### src/rtl/load_store_unit.sv
// Memory-stage front end for a 32-bit data BRAM: RV32I loads/stores, lane alignment and load extension.
// Optional build macro LSU_MISALIGN_CHECK_EN enables misaligned-access detection.
module load_store_unit #(
  parameter int ADDR_W = 15
) (
  input  logic        clk,
  input  logic        rst,
  input  logic        req_valid,
  output logic        req_ready,
  input  logic        req_we,
  input  logic [2:0]  req_funct3,
  input  logic [31:0] req_addr,
  input  logic [31:0] req_wdata,
  input  logic [31:0] req_pc,
  output logic        resp_valid,
  input  logic        resp_ready,
  output logic [31:0] resp_data,
  output logic        resp_misaligned,
  output logic        resp_illegal,
  output logic [31:0] bram_pc,
  output logic [3:0]  bram_w_enable,
  output logic [31:0] bram_r_addr,
  output logic [31:0] bram_w_addr,
  output logic [31:0] bram_w_data,
  output logic [31:0] bram_row_addr,
  input  logic [31:0] bram_r_data,
  output logic [1:0]  state_dbg
);

  // Handshake: a request is taken when req_valid && req_ready; a response is
  // retired when resp_valid && resp_ready. Response outputs hold until retired.
  typedef enum logic [1:0] {IDLE, LOAD_WAIT, RESP} state_t;

  state_t      state, state_nxt;
  logic        accept, legal, misaligned, fault;
  logic [1:0]  off, eff_off, ld_off;
  logic [2:0]  ld_funct3;
  logic [7:0]  ld_byte;
  logic [15:0] ld_half;
  logic [31:0] ld_ext;

  assign off           = req_addr[1:0];
  assign accept        = req_valid && req_ready;
  assign req_ready     = (state == IDLE);
  assign resp_valid    = (state == RESP);
  assign state_dbg     = state;
  assign bram_pc       = req_pc;
  assign bram_row_addr = req_addr;
  assign bram_r_addr   = {{(32-ADDR_W){1'b0}}, req_addr[ADDR_W+1:2]};
  assign bram_w_addr   = {{(32-ADDR_W){1'b0}}, req_addr[ADDR_W+1:2]};

  always_comb begin
    legal = 1'b0;
    case (req_funct3)
      3'b000, 3'b001, 3'b010: legal = 1'b1;
      3'b100, 3'b101:         legal = !req_we;
      default:                legal = 1'b0;
    endcase
  end

`ifdef LSU_MISALIGN_CHECK_EN
  assign misaligned = legal && (((req_funct3[1:0] == 2'b01) && off[0]) ||
                                ((req_funct3[1:0] == 2'b10) && (off != 2'b00)));
`else
  assign misaligned = 1'b0;
`endif

  assign fault = !legal || misaligned;

  // Halves and words snap to their containing aligned unit.
  always_comb begin
    eff_off = off;
    case (req_funct3[1:0])
      2'b00:   eff_off = off;
      2'b01:   eff_off = {off[1], 1'b0};
      default: eff_off = 2'b00;
    endcase
  end

  always_comb begin
    bram_w_enable = 4'b0000;
    if (accept && req_we && !fault && !rst) begin
      case (req_funct3[1:0])
        2'b00:   bram_w_enable = 4'b0001 << eff_off;
        2'b01:   bram_w_enable = eff_off[1] ? 4'b1100 : 4'b0011;
        default: bram_w_enable = 4'b1111;
      endcase
    end
  end

  always_comb begin
    bram_w_data = req_wdata;
    case (req_funct3[1:0])
      2'b00:   bram_w_data = {4{req_wdata[7:0]}};
      2'b01:   bram_w_data = {2{req_wdata[15:0]}};
      default: bram_w_data = req_wdata;
    endcase
  end

  always_comb begin
    ld_byte = bram_r_data[{ld_off, 3'b000} +: 8];
    ld_half = ld_off[1] ? bram_r_data[31:16] : bram_r_data[15:0];
    case (ld_funct3)
      3'b000:  ld_ext = {{24{ld_byte[7]}}, ld_byte};
      3'b100:  ld_ext = {24'h0, ld_byte};
      3'b001:  ld_ext = {{16{ld_half[15]}}, ld_half};
      3'b101:  ld_ext = {16'h0, ld_half};
      default: ld_ext = bram_r_data;
    endcase
  end

  always_ff @(posedge clk or posedge rst) begin
    if (rst) state <= IDLE;
    else     state <= state_nxt;
  end

  always_comb begin
    state_nxt = state;
    case (state)
      IDLE:      if (accept) state_nxt = (req_we || fault) ? RESP : LOAD_WAIT;
      LOAD_WAIT: state_nxt = RESP;
      RESP:      if (resp_ready) state_nxt = IDLE;
      default:   state_nxt = IDLE;
    endcase
  end

  always_ff @(posedge clk or posedge rst) begin
    if (rst) begin
      resp_data       <= 32'h0;
      resp_misaligned <= 1'b0;
      resp_illegal    <= 1'b0;
      ld_funct3       <= 3'b000;
      ld_off          <= 2'b00;
    end else if (accept) begin
      resp_data       <= 32'h0;
      resp_misaligned <= misaligned;
      resp_illegal    <= !legal;
      ld_funct3       <= req_funct3;
      ld_off          <= eff_off;
    end else if (state == LOAD_WAIT) begin
      resp_data <= ld_ext;
    end
  end

endmodule

### config.mk
export PLATFORM = sky130hd
export DESIGN_NAME = load_store_unit
export DESIGN_NICKNAME = d
export VERILOG_FILES = /design/src/rtl/load_store_unit.sv
export SDC_FILE = /design/constraint.sdc
export NUM_CORES = 1
export LEC_CHECK = 0
export ABC_AREA = 1
export ABC_CLOCK_PERIOD_IN_PS = 2700
export BUFFER_PORTS_ARGS = -buffer_cell sky130_fd_sc_hd__clkbuf_2
export CELL_PAD_IN_SITES_DETAIL_PLACEMENT = 1
export CELL_PAD_IN_SITES_GLOBAL_PLACEMENT = 2
export CORE_MARGIN = 2
export CORE_UTILIZATION = 19
export CTS_CLUSTER_SIZE = 24
export DETAILED_ROUTE_END_ITERATION = 8
export MAX_ROUTING_LAYER = met4
export PLACE_DENSITY_LB_ADDON = 0.1
export RECOVER_POWER = 25
export REMOVE_ABC_BUFFERS = 1
export SYNTH_ARGS = -nofsm -noshare
export SYNTH_HDL_FRONTEND = slang
export SYNTH_SLANG_ARGS = --single-unit
### constraint.sdc
create_clock -name clk -period 2.7 [get_ports clk]
set_input_delay 0.54 -clock clk [delete_from_list [all_inputs] [get_ports clk]]
set_output_delay 0.54 -clock clk [all_outputs]
set_load 0.03 [all_outputs]
# Word level (Yosys, flattened, before mapping)
# Cells that the tools add are included.
[word_totals] inputBits=136 register_bits=40 word_cells=49 output_inout_bits=202
[classes] reduce_logical=16 mux=14 eq_ne=12 shifts=2
[op_table] cell="$pmux 32 s4" count=1
[op_table] cell="$mux 32" count=2
[op_table] cell="$pmux 32 s2" count=1
[op_table] cell="$shiftx 32x6->8" count=1
[op_table] cell="$mux 16" count=1
[op_table] cell="$eq 3x3->1 const B" count=4
[op_table] cell="$mux 4" count=2
[op_table] cell="$pmux 4 s2" count=1
[op_table] cell="$eq 3x1->1 const B" count=2
[op_table] cell="$logic_not 3->1" count=2
[op_table] cell="$mux 2" count=3
[op_table] cell="$pmux 2 s3" count=1
[op_table] cell="$eq 2x1->1 const B" count=2
[op_table] cell="$logic_and 1x1->1" count=4
[op_table] cell="$logic_not 2->1" count=2
[op_table] cell="$ne 2x1->1 const B" count=2
[op_table] cell="$pmux 2 s2" count=1
[op_table] cell="$shl 1x2->4 const A" count=1
[op_table] cell="$eq 3x2->1 const B" count=1
[op_table] cell="$logic_not 1->1" count=3
[op_table] cell="$reduce_or 3->1" count=1
[op_table] cell="$eq 2x2->1 const B" count=1
[op_table] cell="$pmux 1 s2" count=1
[op_table] cell="$reduce_and 2->1" count=1
[op_table] cell="3 further kinds" count=3

# Depth between registers and ports, before layout
[logic_depth] ltp_word=8 ltp_mapped=9 ltp_nobuf=8

# Worst setup path after synthesis
# Ideal clock, no wire load.
[synth_path] path_kind="reg-to-output" from="register state[1] (netlist: state_dbg[1])" to="output port bram_w_enable[1]" setup_slack_ns=0.263 arrival_time_ns=1.897 t_required_ns=2.160 path_buffers=0 path_stages_with_launch=6 cell_sequence="dfrtp_1 -> nor2_1 -> nand2_1 -> nor2_1 -> nand2_1 -> nor2_1"
[synth_via] elab_chain_cells=6
[synth_rtl] item="start, declared" line="34" text="state_t state, state_nxt;"
[synth_rtl] item="start signal, assigned" line="114" text="else state <= state_nxt;"
[synth_rtl] item="$logic_not 2->1" line="44" text="assign req_ready = (state == IDLE);"
[synth_rtl] item="via req_ready" line="9" text="output logic req_ready,"
[synth_rtl] item="$logic_and 1x1->1" line="43" text="assign accept = req_valid && req_ready;"
[synth_rtl] item="$logic_and 1x1->1 (3 in a row)" line="82" text="if (accept && req_we && !fault && !rst) begin"
[synth_rtl] item="$mux 4" line="82"
[synth_rtl] item="end, declared" line="21" text="output logic [3:0] bram_w_enable,"
# The timed path passes the listed nets, and every way through them passes these cells.

# Worst setup path after layout
[layout_path] from="input port req_funct3[1]" to="output port bram_w_enable[3]"
[layout_via] elab_chain_cells=6 word_cells_on_any_way=17 classes_between="eq/ne: 5; shift: 1; mux: 5; reduce/logical: 6"
[layout_rtl] item="start, declared" line="11" text="input logic [2:0] req_funct3,"
[layout_rtl] item="$eq 3x1->1, or another cell as far along" line="54" text="case (req_funct3)"
[layout_rtl] item="$reduce_or 3->1 or $reduce_or 2->1 (tied branches)" line="54"
[layout_rtl] item="$pmux 1 s2" line="54"
[layout_rtl] item="$logic_and 1x1->1 (2 in a row)" line="82"
[layout_rtl] item="$mux 4 (*)" line="82"
# Mark *: on every way between the ends. The rest lies on a longest branch, timed or not.

==> impl_metrics.yaml <==
floorplanning:
  effective_utilization_at_floorplan: 0.195
  dieHeight_um: 146
  boundaryPins: 338
  chipWidth_um: 146
  rows: 51
  floorplan.die_area_mm2: 0.0212
  core-area_mm2: 0.0196
clock_network:
  cts_buffer_depth: 2
  cts.reportedPaths.clkPinSlew_ps: 60
  post_cts_resized: 0
  cell_at_the_root_of_the_clock_tree: "sky130_fd_sc_hd__clkbuf_16"
  post_cts_hold_buffer_count: 0
  worst_skew_pair.late_latency_ps: 300
  postCtsSetupRepairBufs: 0
  cts_tree: "done"
  cts_h_tree_depth: 2
  cts-buffers-inserted: 5
  tritoncts_num_sinks: 40
placed_design:
  io_buffers: 148
  dp_worst_setup_slack_ps: 356
  place.detailed.hpwl_um: 17700
  gpl.final_weighted_congestion: 0.888
global_routing:
  grt_util_all_layers: 0.197
  grt_first_pass_wirelength_um: 28900
  maximum_number_of_pins_on_one_net_before_global_route_repair: 33
  grt_pass1_vias: 3794
  globalRouteOverflowTotal: 0
  initial_antenna_violation_count: 8
worst_setup_path:
  critPathRequiredTime_ps: 2160
  worst_setup_path_end_kind: "output port"
  worstSetupStartpointType: "primary input"
  cp_data_arrival_time_ps: 1790
  critPathMaxFanout: 11
  criticalPathCategory: "primary input to output port"
routing:
  routed_via_density: 4.04
  first_iter_violations: 162
  dr.pass1.iters: 4
  antenna_left: 0
  drt_wl_total_um: 20800
  routed_wirelength_normalized_by_instance_count_um: 23.1
  vias_after_detailed_routing: 3638
  detail_route.drc_violations: 0
power_and_ir_drop:
  peakVddDrop_mv: 0.219
  powerDensity_mw_per_mm2: 752
  leakagePower_nw: 2.48
yosys:
  post_synth.cell_area_avg_um2: 6.54
  ys_warn_count: 0
  post_synth_num_cell_types: 26
  synth.yosys.seq_area_share: 0.262
  synth_area_mm2: 0.00382
  yosys_register_bits: 40
  synth_cells: 584
sta:
  finalHoldViolations: 0
  finalWorstPathRequiredPeriod_ps: 2330
  timing.final.max_slew_violations: 0
  final_min_period_over_clock_period: 0.864
  setup_ws_ps: 367
  fmax_mhz: 429
  timing.final.setup_violations: 0
  rsz_0062_raised_after_global_routing: "false"
  tightestPinTransition_ps: 731
  worst_slew_margin_rel: 0.510
  fin_setup_tns_ps: 0
  finClkSkew_ps: 8.47
final_layout:
  design.final.nets: 762
  flow.area_growth_from_synthesis_pct: 9.44
  post_route_cells_drive_above_1_share: 0.308
hold_path:
  holdCritPathClass: "primary input to async pin"
outcome:
  status: "finished, final reports clean"
flow_run:
  max_cap_violations: 0
-- stage by stage --
| step | area [um^2] | cells | hold slack [ps] | power, mW | utilization |
|---|---|---|---|---|---|
| after floorplan | 2790 | 461 | 526 | 1.72 | - |
| after global placement | 3950 | 884 | 462 | 2.28 | 0.201 |
| after global routing | 4180 | 900 | 311 | 3.37 | 0.213 |
| after CTS | 4160 | 892 | 296 | 3.21 | 0.212 |
| final | 4180 | 900 | 276 | 3.14 | 0.213 |
| after detailed placement | 3950 | 884 | 466 | 2.28 | 0.201 |
-- cell families after synthesis --
kind of cell,synth area share
AOI/OAI and AO/OA,0.0531
buffers and inverters,0.336
other,0.000982
and+or+nand+nor,0.348
DFF,0.262
-- cells in the final DEF (no fill, tap or decap), drive strengths merged --
| cell | synthesis | final |
|---|---|---|
| nand2 | 230 | 230 |
| clkbuf | 4 | 153 |
| nor2 | 56 | 56 |
| dfrtp | 40 | 40 |
| conb | 1 | 35 |
| inv | 30 | 29 |
| nand3 | 26 | 26 |
| o21ai | 21 | 21 |
| a21oi | 17 | 17 |
| buf | 153 | 10 |
| diode | 0 | 8 |
| bufinv | 0 | 3 |
| nor3 | 2 | 2 |
| clkinv | 1 | 2 |
| o22ai | 1 | 1 |
| nand3b | 1 | 1 |
| a31oi | 1 | 1 |
-- sequential cells by signal, summed over array words and instances, names as in the netlist --
name,flops
resp_data,32
state_dbg,2
ld_off,2
ld_funct3,3
resp_illegal,1
-- cells in the mapped netlist --
cell                         n  share of area
sky130_fd_sc_hd__nand2_1   214           0.21
sky130_fd_sc_hd__buf_4     141           0.28
sky130_fd_sc_hd__nor2_1     50          0.049
sky130_fd_sc_hd__dfrtp_1    40           0.26
sky130_fd_sc_hd__inv_1      27          0.027
sky130_fd_sc_hd__nand3_1    24          0.031
sky130_fd_sc_hd__o21ai_0    19          0.025
sky130_fd_sc_hd__a21oi_1    17          0.022
sky130_fd_sc_hd__nand2_2    13          0.021
sky130_fd_sc_hd__buf_2       9          0.012
sky130_fd_sc_hd__clkbuf_1    4         0.0039
sky130_fd_sc_hd__nor2_4      4          0.012
sky130_fd_sc_hd__inv_2       3         0.0029
sky130_fd_sc_hd__nand2_4     3         0.0088
sky130_fd_sc_hd__buf_6       2         0.0059
sky130_fd_sc_hd__nor2_2      2         0.0033
sky130_fd_sc_hd__nor3_1      2         0.0026
sky130_fd_sc_hd__o21ai_1     2         0.0026
sky130_fd_sc_hd__a31oi_1     1         0.0016
sky130_fd_sc_hd__buf_12      1         0.0052
sky130_fd_sc_hd__clkinv_4    1         0.0023
sky130_fd_sc_hd__conb_1      1        0.00098
sky130_fd_sc_hd__nand3_2     1         0.0026
sky130_fd_sc_hd__nand3_4     1         0.0046
sky130_fd_sc_hd__nand3b_1    1         0.0020
sky130_fd_sc_hd__o22ai_1     1         0.0016
-- routing by layer --
layer  part of all wire  wire [um]  global-route usage
met4             0.0055        115              0.0196
met1               0.37       7710               0.197
met3               0.27       5570               0.255
met5                  0          0                   -
met2               0.36       7440               0.239
-- area by class of cell --
class	count	area, um^2
clock inverters	3	90.1
repair buffers	158	827
well taps	265	332
fillers	2512	15400
multi-input cells	390	1660
diodes	8	20.0
flip-flops and latches	40	1000
clock buffers	5	125
inverters	31	121
-- worst paths after layout --
check                              start          endpoint  slack [ps]  depth (start not counted)
max                        req_funct3[1]  bram_w_enable[3]         370                          7
min                                  rst      state_dbg[0]         280                          2
max reg2reg                 state_dbg[1]     resp_data[17]        1060                          8
min reg2reg                resp_data[19]     resp_data[19]         480                          2
max in group asynchronous            rst      ld_funct3[1]        1670                          3
min in group clk              resp_ready      state_dbg[1]         440                          2
-- worst max-delay path, stage by stage --
cell	delay [ps]
sky130_fd_sc_hd__clkbuf_2	200
sky130_fd_sc_hd__nor2_4	300
sky130_fd_sc_hd__nand2_1	180
sky130_fd_sc_hd__o21ai_0	190
sky130_fd_sc_hd__nor2_1	60
sky130_fd_sc_hd__nor2_1	110
sky130_fd_sc_hd__clkbuf_2	210
-- power by group --
group | leakage (nW) | switching, mW | total, mW | internal (mW)
clock | 0.104 | 0.279 | 0.904 | 0.624
combinational | 1.83 | 1.06 | 1.42 | 0.366
sequential | 0.538 | 0.0966 | 0.815 | 0.719
total | 2.48 | 1.43 | 3.14 | 1.71
Power figures use the tool's default switching activity.
